### src/rtl/uart_rx_core_if.sv
// uart_rx_core_if: RX FIFO read-side bundle between the UART receiver and the APB register block.
//   rx_pop        pop the head entry (ignored when empty)
//   rx_data       head data, first-word-fall-through, 0 when empty
//   rx_status     head status {bi, fe, pe}, 0 when empty
//   rx_fifo_empty / rx_fifo_full / rx_fifo_count  FIFO flags and occupancy
//   overrun       one-cycle pulse when a character arrives while full
interface uart_rx_core_if;
    logic       rx_pop;
    logic [7:0] rx_data;
    logic [2:0] rx_status;
    logic       rx_fifo_empty;
    logic       rx_fifo_full;
    logic [4:0] rx_fifo_count;
    logic       overrun;
    modport master (output rx_pop, input rx_data, rx_status, rx_fifo_empty, rx_fifo_full, rx_fifo_count, overrun);
    modport slave (input rx_pop, output rx_data, rx_status, rx_fifo_empty, rx_fifo_full, rx_fifo_count, overrun);
endinterface

### src/rtl/uart_rx_core.sv
// uart_rx_core: UART receiver, deserialises RXD with 16x oversampling into a tagged RX FIFO.
//   clock    system clock
//   PRESETn  asynchronous active-low reset
//   baud_o   one-clock enable pulse at 16x the bit rate
//   RXD      serial input, idle high, asynchronous to clock
//   lcr      {stick, even, parity_en, stop_bits, word_len[1:0]}
//   rx_busy  frame in progress
//   rx       FIFO read side (uart_rx_core_if.slave)
module uart_rx_core #(
    parameter int FIFO_DEPTH = 16,
    parameter int OVERSAMPLE = 16,
    parameter int SAMPLE_PT  = 7
) (
    input  logic             clock,
    input  logic             PRESETn,
    input  logic             baud_o,
    input  logic             RXD,
    input  logic [5:0]       lcr,
    output logic             rx_busy,
    uart_rx_core_if.slave    rx
);
    localparam int TW = $clog2(OVERSAMPLE);
    localparam int AW = $clog2(FIFO_DEPTH);

    typedef enum logic [2:0] {WAIT_IDLE, IDLE, START, DATA, PARITY, STOP} state_t;

    state_t          state, state_nxt;
    logic            rxd_meta, rxd_s;
    logic [1:0]      sync_ok;
    logic [TW-1:0]   tick;
    logic [2:0]      bit_cnt, last_bit;
    logic [7:0]      data;
    logic [1:0]      wl;
    logic            pen, eps, stick;
    logic            pe, any_one;
    logic            smp, last_tick, par_exp;
    logic            push, do_push, do_pop, full, ovr;
    logic [10:0]     entry;
    logic [10:0]     mem [FIFO_DEPTH];
    logic [AW-1:0]   wr_ptr, rd_ptr;
    logic [AW:0]     cnt;
    logic            unused_stop;

    // Stop-bit count only matters to the transmitter.
    assign unused_stop = lcr[2];

    assign smp       = baud_o && tick == TW'(SAMPLE_PT);
    assign last_tick = baud_o && tick == TW'(OVERSAMPLE - 1);
    assign last_bit  = {1'b0, wl} + 3'd4;
    assign par_exp   = stick ? ~eps : (eps ? ^data : ~^data);
    assign rx_busy   = !(state == WAIT_IDLE || state == IDLE);

    // Break: every bit of the frame, including the stop bit, sampled low.
    assign push  = state == STOP && smp;
    assign entry = {!any_one && !rxd_s, !rxd_s, pe, (!any_one && !rxd_s) ? 8'h00 : data};

    // sync_ok masks the reset value of the synchroniser until real line data has reached rxd_s.
    always_ff @(posedge clock or negedge PRESETn) begin
        if (!PRESETn) begin
            rxd_meta <= 1'b1;
            rxd_s    <= 1'b1;
            sync_ok  <= 2'b00;
            state    <= WAIT_IDLE;
        end else begin
            rxd_meta <= RXD;
            rxd_s    <= rxd_meta;
            sync_ok  <= {sync_ok[0], 1'b1};
            state    <= state_nxt;
        end
    end

    always_comb begin
        state_nxt = state;
        if (baud_o) begin
            case (state)
                WAIT_IDLE: state_nxt = (rxd_s && sync_ok[1]) ? IDLE : WAIT_IDLE;
                IDLE:      state_nxt = rxd_s ? IDLE : START;
                START:     state_nxt = (smp && rxd_s) ? IDLE : (last_tick ? DATA : START);
                DATA:      state_nxt = (last_tick && bit_cnt == last_bit) ? (pen ? PARITY : STOP) : DATA;
                PARITY:    state_nxt = last_tick ? STOP : PARITY;
                STOP:      state_nxt = smp ? (rxd_s ? IDLE : WAIT_IDLE) : STOP;
                default:   state_nxt = WAIT_IDLE;
            endcase
        end
    end

    always_ff @(posedge clock or negedge PRESETn) begin
        if (!PRESETn) begin
            tick    <= '0;
            bit_cnt <= '0;
            data    <= '0;
            wl      <= '0;
            pen     <= 1'b0;
            eps     <= 1'b0;
            stick   <= 1'b0;
            pe      <= 1'b0;
            any_one <= 1'b0;
        end else if (baud_o) begin
            tick <= (state == WAIT_IDLE || state == IDLE || last_tick) ? '0 : tick + 1'b1;
            // A confirmed start bit freezes the line format for the whole frame.
            if (state == START && smp && !rxd_s) begin
                wl      <= lcr[1:0];
                pen     <= lcr[3];
                eps     <= lcr[4];
                stick   <= lcr[5];
                data    <= '0;
                bit_cnt <= '0;
                pe      <= 1'b0;
                any_one <= 1'b0;
            end
            if (state == DATA && smp) begin
                data[bit_cnt] <= rxd_s;
                any_one       <= any_one | rxd_s;
            end
            if (state == DATA && last_tick)
                bit_cnt <= bit_cnt + 1'b1;
            if (state == PARITY && smp) begin
                pe      <= rxd_s != par_exp;
                any_one <= any_one | rxd_s;
            end
        end
    end

    assign full    = cnt == (AW + 1)'(FIFO_DEPTH);
    assign do_pop  = rx.rx_pop && cnt != '0;
    assign do_push = push && (!full || do_pop);

    always_ff @(posedge clock or negedge PRESETn) begin
        if (!PRESETn) begin
            wr_ptr <= '0;
            rd_ptr <= '0;
            cnt    <= '0;
            ovr    <= 1'b0;
        end else begin
            if (do_push)
                wr_ptr <= wr_ptr + 1'b1;
            if (do_pop)
                rd_ptr <= rd_ptr + 1'b1;
            cnt <= cnt + {{AW{1'b0}}, do_push} - {{AW{1'b0}}, do_pop};
            ovr <= push && full && !do_pop;
        end
    end

    always_ff @(posedge clock) begin
        if (do_push)
            mem[wr_ptr] <= entry;
    end

    assign rx.rx_fifo_empty = cnt == '0;
    assign rx.rx_fifo_full  = full;
    assign rx.rx_fifo_count = cnt;
    assign rx.rx_data       = cnt == '0 ? 8'h00 : mem[rd_ptr][7:0];
    assign rx.rx_status     = cnt == '0 ? 3'b000 : mem[rd_ptr][10:8];
    assign rx.overrun       = ovr;
endmodule

### src/flat_wrapper.sv
// flat-port wrapper written by rule: the top's interface ports become plain ports
module uart_rx_core_flat 
#(
    parameter int FIFO_DEPTH = 16,
    parameter int OVERSAMPLE = 16,
    parameter int SAMPLE_PT  = 7
)
  (clock, PRESETn, baud_o, RXD, lcr, rx_busy, rx_rx_pop, rx_rx_data, rx_rx_status, rx_rx_fifo_empty, rx_rx_fifo_full, rx_rx_fifo_count, rx_overrun);
  uart_rx_core_if rx_i ();
  input  logic clock;
  input  logic PRESETn;
  input  logic baud_o;
  input  logic RXD;
  input  logic [5:0] lcr;
  output logic rx_busy;
  input wire logic [$bits(rx_i.rx_pop)-1:0] rx_rx_pop;
  output wire logic [$bits(rx_i.rx_data)-1:0] rx_rx_data;
  output wire logic [$bits(rx_i.rx_status)-1:0] rx_rx_status;
  output wire logic [$bits(rx_i.rx_fifo_empty)-1:0] rx_rx_fifo_empty;
  output wire logic [$bits(rx_i.rx_fifo_full)-1:0] rx_rx_fifo_full;
  output wire logic [$bits(rx_i.rx_fifo_count)-1:0] rx_rx_fifo_count;
  output wire logic [$bits(rx_i.overrun)-1:0] rx_overrun;
  assign rx_i.rx_pop = rx_rx_pop;
  assign rx_rx_data = rx_i.rx_data;
  assign rx_rx_status = rx_i.rx_status;
  assign rx_rx_fifo_empty = rx_i.rx_fifo_empty;
  assign rx_rx_fifo_full = rx_i.rx_fifo_full;
  assign rx_rx_fifo_count = rx_i.rx_fifo_count;
  assign rx_overrun = rx_i.overrun;
  uart_rx_core #(.FIFO_DEPTH(FIFO_DEPTH), .OVERSAMPLE(OVERSAMPLE), .SAMPLE_PT(SAMPLE_PT)) u_core (.clock(clock), .PRESETn(PRESETn), .baud_o(baud_o), .RXD(RXD), .lcr(lcr), .rx_busy(rx_busy), .rx(rx_i));
endmodule
### config.mk
export PLATFORM = sky130hd
export DESIGN_NAME = uart_rx_core_flat
export DESIGN_NICKNAME = d
export VERILOG_FILES = /design/src/rtl/uart_rx_core_if.sv /design/src/rtl/uart_rx_core.sv /design/src/flat_wrapper.sv
export SDC_FILE = /design/constraint.sdc
export NUM_CORES = 1
export LEC_CHECK = 0
export ABC_AREA = 1
export BUFFER_PORTS_ARGS = -buffer_cell sky130_fd_sc_hd__buf_2
export CORE_MARGIN = 5
export CORE_UTILIZATION = 40
export CTS_CLUSTER_DIAMETER = 150
export CTS_CLUSTER_SIZE = 10
export DETAILED_ROUTE_END_ITERATION = 12
export PLACE_DENSITY_LB_ADDON = 0.12
export SLEW_MARGIN = 20
export SYNTH_ARGS = -nofsm -noshare
export SYNTH_HDL_FRONTEND = slang
export SYNTH_SLANG_ARGS = --single-unit
### constraint.sdc
create_clock -name clock -period 3.7 [get_ports clock]
set_clock_uncertainty 0.2 [all_clocks]
set_input_delay 0.37 -clock clock [delete_from_list [all_inputs] [get_ports clock]]
set_output_delay 0.37 -clock clock [all_outputs]
set_load 0.005 [all_outputs]
==> results <==
- The proportion of register bits with asynchronous set or reset after synthesis is about 20%.
- Global routing finished with a remaining overflow of 0.
- The first detailed-routing pass took 4 iterations.
- The time the worst path needs with I/O delays and setup is around 3.4 ns.
- The max-slew violation total from the final report came to 0.
- In the routed design, unresolved DRC markers number 0.
- The startpoint identified for the worst hold timing path is u_core.rxd_meta$_DFF_PN1_.
- Once the floorplan was initialized, standard cells occupied between 40% and 50% of the core.
- The number of different library cells used by synthesis comes to 34.
- The leakage power figure is 4.24 nW.
- Measured along the x axis, the die boundary spans 164 um.
- The die is between 150 and 200 um tall.
- The insertion delay of the later-clocked pin in the worst-skew pair is 0.51 ns.
- For this design the ratio of total power to cell area is between 600 and 700 mW/mm^2.
- The overall routed net length is about 23000 um.
- The buffer levels on the longest clock path is 3.
- The fraction of layout instances using a drive strength above 1 is approximately 11%.
- In the global route stage, overall resource usage came out at between 15 and 20%.
- Of the available clock period, the critical path in the final layout requires between 90% and 100%.
- The antenna cell count is 0.
- Yosys printed 0 warnings.
- Across the VDD grid, the largest voltage drop is around 0.56 mV.
- The dominant register cell in the synthesized netlist is sky130_fd_sc_hd__edfxtp_1.
- The synthesized netlist cell count is approximately 850.
- After clock tree synthesis, the clock-pin slew on the worst setup and hold paths is 0.06 ns.
- For this run, the slowest stage of the critical path takes between 0.7 and 0.8 ns.
- The number of flops mapped to enable cells by yosys is approximately 180.
- The setup TNS is 0 ns.
- Along the worst hold path, the cell count comes to 0.
- The share of the core filled with cells is 46.1%.
- The vias per cell is 5.17.
- The largest net degree at the start of global routing is 91.
- The worst register-to-register path begins at u_core.rx.rx_fifo_count[2]$_DFF_PN0_.
- The final RePlAce weighted congestion is roughly 0.76.
- Port buffering added 29 buffers.
- The number of sinks handled by clock tree synthesis is ~220.
- In this run the critical register-to-register path is captured at u_core.rx.rx_fifo_count[4]$_DFF_PN0_.
- The netlist area before placement is approximately 0.0094 sq mm.
- The final count of hold timing violations is 0.
- Detailed routing inserted a total of between 6000 and 7000 vias.
- The number of buffers created by CTS is 25.
- The signal on the critical path passes through buf_4 > nor2_1 > nor2_1 > o21ai_0 > o211ai_1 > nand3_1 > a21oi_1 > buf_2.
- Detailed placement ended at an HPWL of about 13000 um.
- The flow ran to the end, and the final reports show no timing, DRC or antenna violations.
- The number of gates resized after CTS was 0.
- The number of nets in the final layout is 926.
- The worst-case hold path end point is u_core.rxd_s$_DFF_PN1_.
- The number of global-route vias before repair is 6196.
- The initialized floorplan defines 56 standard-cell rows.
- The I/O pin count is 31.
- Across the run, the number of max-cap violations was 0.
- The number of design-rule violations left by the first detailed-router iteration is around 510.
- CTS built an H-tree with a depth of 1.
- After routing the design area is 0.0108 sq mm.
- The area after detailed placement is 0.00998 sq mm.
- The core region is roughly 0.023 sq mm.
- The synthesized netlist net count is slightly below 900.
- After layout, the design draws a total of 7.12 mW.
- The layout overhead on the synthesized area is 14.0%.
- The initial antenna violation count was 0.
- The slew at the pin closest to its max-slew limit is 0.994 ns.
- Setup violations remaining at the end of the flow were counted as 0.
- For this run, the top clock speed supported by timing is just under 0.3 GHz.
- The required time of the worst setup path is approximately 3.1 ns.
- The die covers between 0.02 and 0.03 sq mm.
- In this run the register-to-register setup slack is 1.02 ns.
- The sequential-to-total area share from yosys stat is 67.4%.
- In this run the tightest slew margin relative to its limit is around 34%.
- The worst setup path is captured at an output pin.
- Setup repair after global routing left no endpoint under its margin.
- The worst setup path is of the flop to output pin kind.
- The worst hold-check path type is flop to flop.
- By instance count, the cell type seen most on the critical path is sky130_fd_sc_hd__nor2_1.
- The arrival time reported for the critical path endpoint is between 2 and 3 ns.
- The post-synthesis sequential element count is approximately 220.
- The tree is rooted in a sky130_fd_sc_hd__clkbuf_16.
- The first global-routing pass estimated about 36000 um of wire.
- The critical path's slowest cell is sky130_fd_sc_hd__buf_4.
- The count of nets left with antenna violations once routing finished came out at 0.
- The per-instance average area after synthesis is 11.1 sq um.
- The depth of the worst register-to-register path is 13.
- The startpoint type of the worst setup path is a flop.
- The maximum fanout along the worst path is 90.
- The wire length per cell after detailed routing is roughly 18 um.
- The TritonCTS clock tree is done.
==> cell usage in the layout (no fill, tap or decap) <==
master,n
sky130_fd_sc_hd__nor3_2,1
sky130_fd_sc_hd__o21ai_1,11
sky130_fd_sc_hd__nand2_4,2
sky130_fd_sc_hd__inv_1,48
sky130_fd_sc_hd__nand2_2,1
sky130_fd_sc_hd__a31oi_1,1
sky130_fd_sc_hd__dfstp_2,2
sky130_fd_sc_hd__inv_4,2
sky130_fd_sc_hd__o221ai_1,11
sky130_fd_sc_hd__fa_1,1
sky130_fd_sc_hd__nand3_1,55
sky130_fd_sc_hd__dfrtp_2,1
sky130_fd_sc_hd__dlygate4sd3_1,9
sky130_fd_sc_hd__o31ai_1,11
sky130_fd_sc_hd__nor3_4,1
sky130_fd_sc_hd__o21ai_0,65
sky130_fd_sc_hd__clkbuf_16,25
sky130_fd_sc_hd__a21oi_1,37
sky130_fd_sc_hd__buf_4,27
sky130_fd_sc_hd__dfrtp_1,40
sky130_fd_sc_hd__nor2_2,5
sky130_fd_sc_hd__conb_1,1
sky130_fd_sc_hd__nor2_4,3
sky130_fd_sc_hd__inv_16,1
sky130_fd_sc_hd__xnor2_1,5
sky130_fd_sc_hd__buf_2,28
sky130_fd_sc_hd__nor2_1,119
sky130_fd_sc_hd__nand4_1,7
sky130_fd_sc_hd__xor2_1,10
sky130_fd_sc_hd__clkbuf_1,8
sky130_fd_sc_hd__nor3_1,4
sky130_fd_sc_hd__o211ai_1,13
sky130_fd_sc_hd__edfxtp_1,176
sky130_fd_sc_hd__nand2_1,157
sky130_fd_sc_hd__o22ai_1,2
sky130_fd_sc_hd__ha_1,13
sky130_fd_sc_hd__inv_2,5
==> state kept, by name, indices dropped and copies added, names as in the netlist, 3 cells and up <==
signal and count:
u_core.tick 4, u_core.wr_ptr 4, u_core.rx.rx_fifo_count 5, u_core.rd_ptr 4, u_core.bit_cnt 3, u_core.state 3, u_core.mem 176, u_core.data 8
==> cell usage after synthesis, drive strengths merged (8+ instances only) <==
cell | instances | area [sq um]
o221ai | 11 | 96.3
nor2 | 127 | 502
nand3 | 55 | 275
buf | 30 | 168
clkbuf | 8 | 30.0
a21oi | 37 | 185
dfrtp | 41 | 1030
o211ai | 13 | 97.6
o21ai | 76 | 380
nand2 | 160 | 618
edfxtp | 176 | 5290
inv | 55 | 211
ha | 13 | 163
xor2 | 10 | 87.6
o31ai | 11 | 82.6
==> final cells by class <==
| cell class | count | area (sq um) |
|---|---|---|
| Fill cell | 2143 | 12600 |
| Clock inverter | 1 | 20.0 |
| Inverter | 55 | 211 |
| Clock buffer | 33 | 656 |
| Timing Repair Buffer | 64 | 433 |
| Sequential cell | 219 | 6360 |
| Tap cell | 319 | 399 |
| Multi-Input combinational cell | 536 | 2670 |
==> routing by layer <==
layer	track usage, %	up-vias	part of all wire, %
li1	-	3035	-
met1	24.8	3087	46
met2	28.0	193	46
met3	2.55	27	6.1
met4	3.81	0	1.7
met5	0	-	0
==> per-stage QoR <==
stage | worst slack, ns | cells | hold WS, ns
floorplan | 1.24 | 848 | -0.126
global placement | 0.906 | 1184 | 0.142
detailed placement | 0.893 | 1184 | 0.140
CTS | 0.330 | 1227 | 0.158
global route | 0.164 | 1227 | 0.163
finish | 0.327 | 1227 | 0.157
==> worst max-delay path: cells and delay by family (launching register included) <==
kind / cells / cell delay, ns
buf+inv: 2 / 0.96
simple gates: 3 / 0.34
flops: 1 / 0.38
compound gates: 3 / 0.59
==> power breakdown <==
part | internal [mW] | switching [mW]
logic | 0.713 | 1.48
registers | 2.74 | 0.0663
clock network | 1.22 | 0.902
total | 4.68 | 2.45
==> how the worst max path moves through the flow <==
stage | to | startpoint | depth (start not counted)
global route | rx_rx_status[1] | u_core.rd_ptr[0]$_DFFE_PN0P_ | 6
detailed placement | rx_rx_data[0] | u_core.rd_ptr[0]$_DFFE_PN0P_ | 8
finish | rx_rx_data[0] | u_core.rd_ptr[0]$_DFFE_PN0P_ | 8
floorplan | u_core.rx.rx_fifo_count[4]$_DFF_PN0_ | u_core.rx.rx_fifo_count[3]$_DFF_PN0_ | 13
global placement | rx_rx_data[0] | u_core.rd_ptr[0]$_DFFE_PN0P_ | 8
CTS | rx_rx_data[0] | u_core.rd_ptr[0]$_DFFE_PN0P_ | 8
==> kinds of logic (layout without fill, tap and decap cells) <==
group | count (synthesis) | after routing | synth area share (%)
compound gates | 151 | 151 | 9.12
xor+xnor | 15 | 15 | 1.39
fa+ha+maj | 14 | 14 | 1.94
buf+inv | 93 | 153 | 4.34
flops | 219 | 219 | 67.4
other cells | 1 | 1 | 0.0397
simple gates | 355 | 355 | 15.7
==> repair_timing <==
item | in CTS | in global routing
hold buffers | 9 | 0
hold endpoints to repair | 51 | 0
buffers inserted | 0 | 0
No activity file was read; power rests on OpenSTA's default activity.
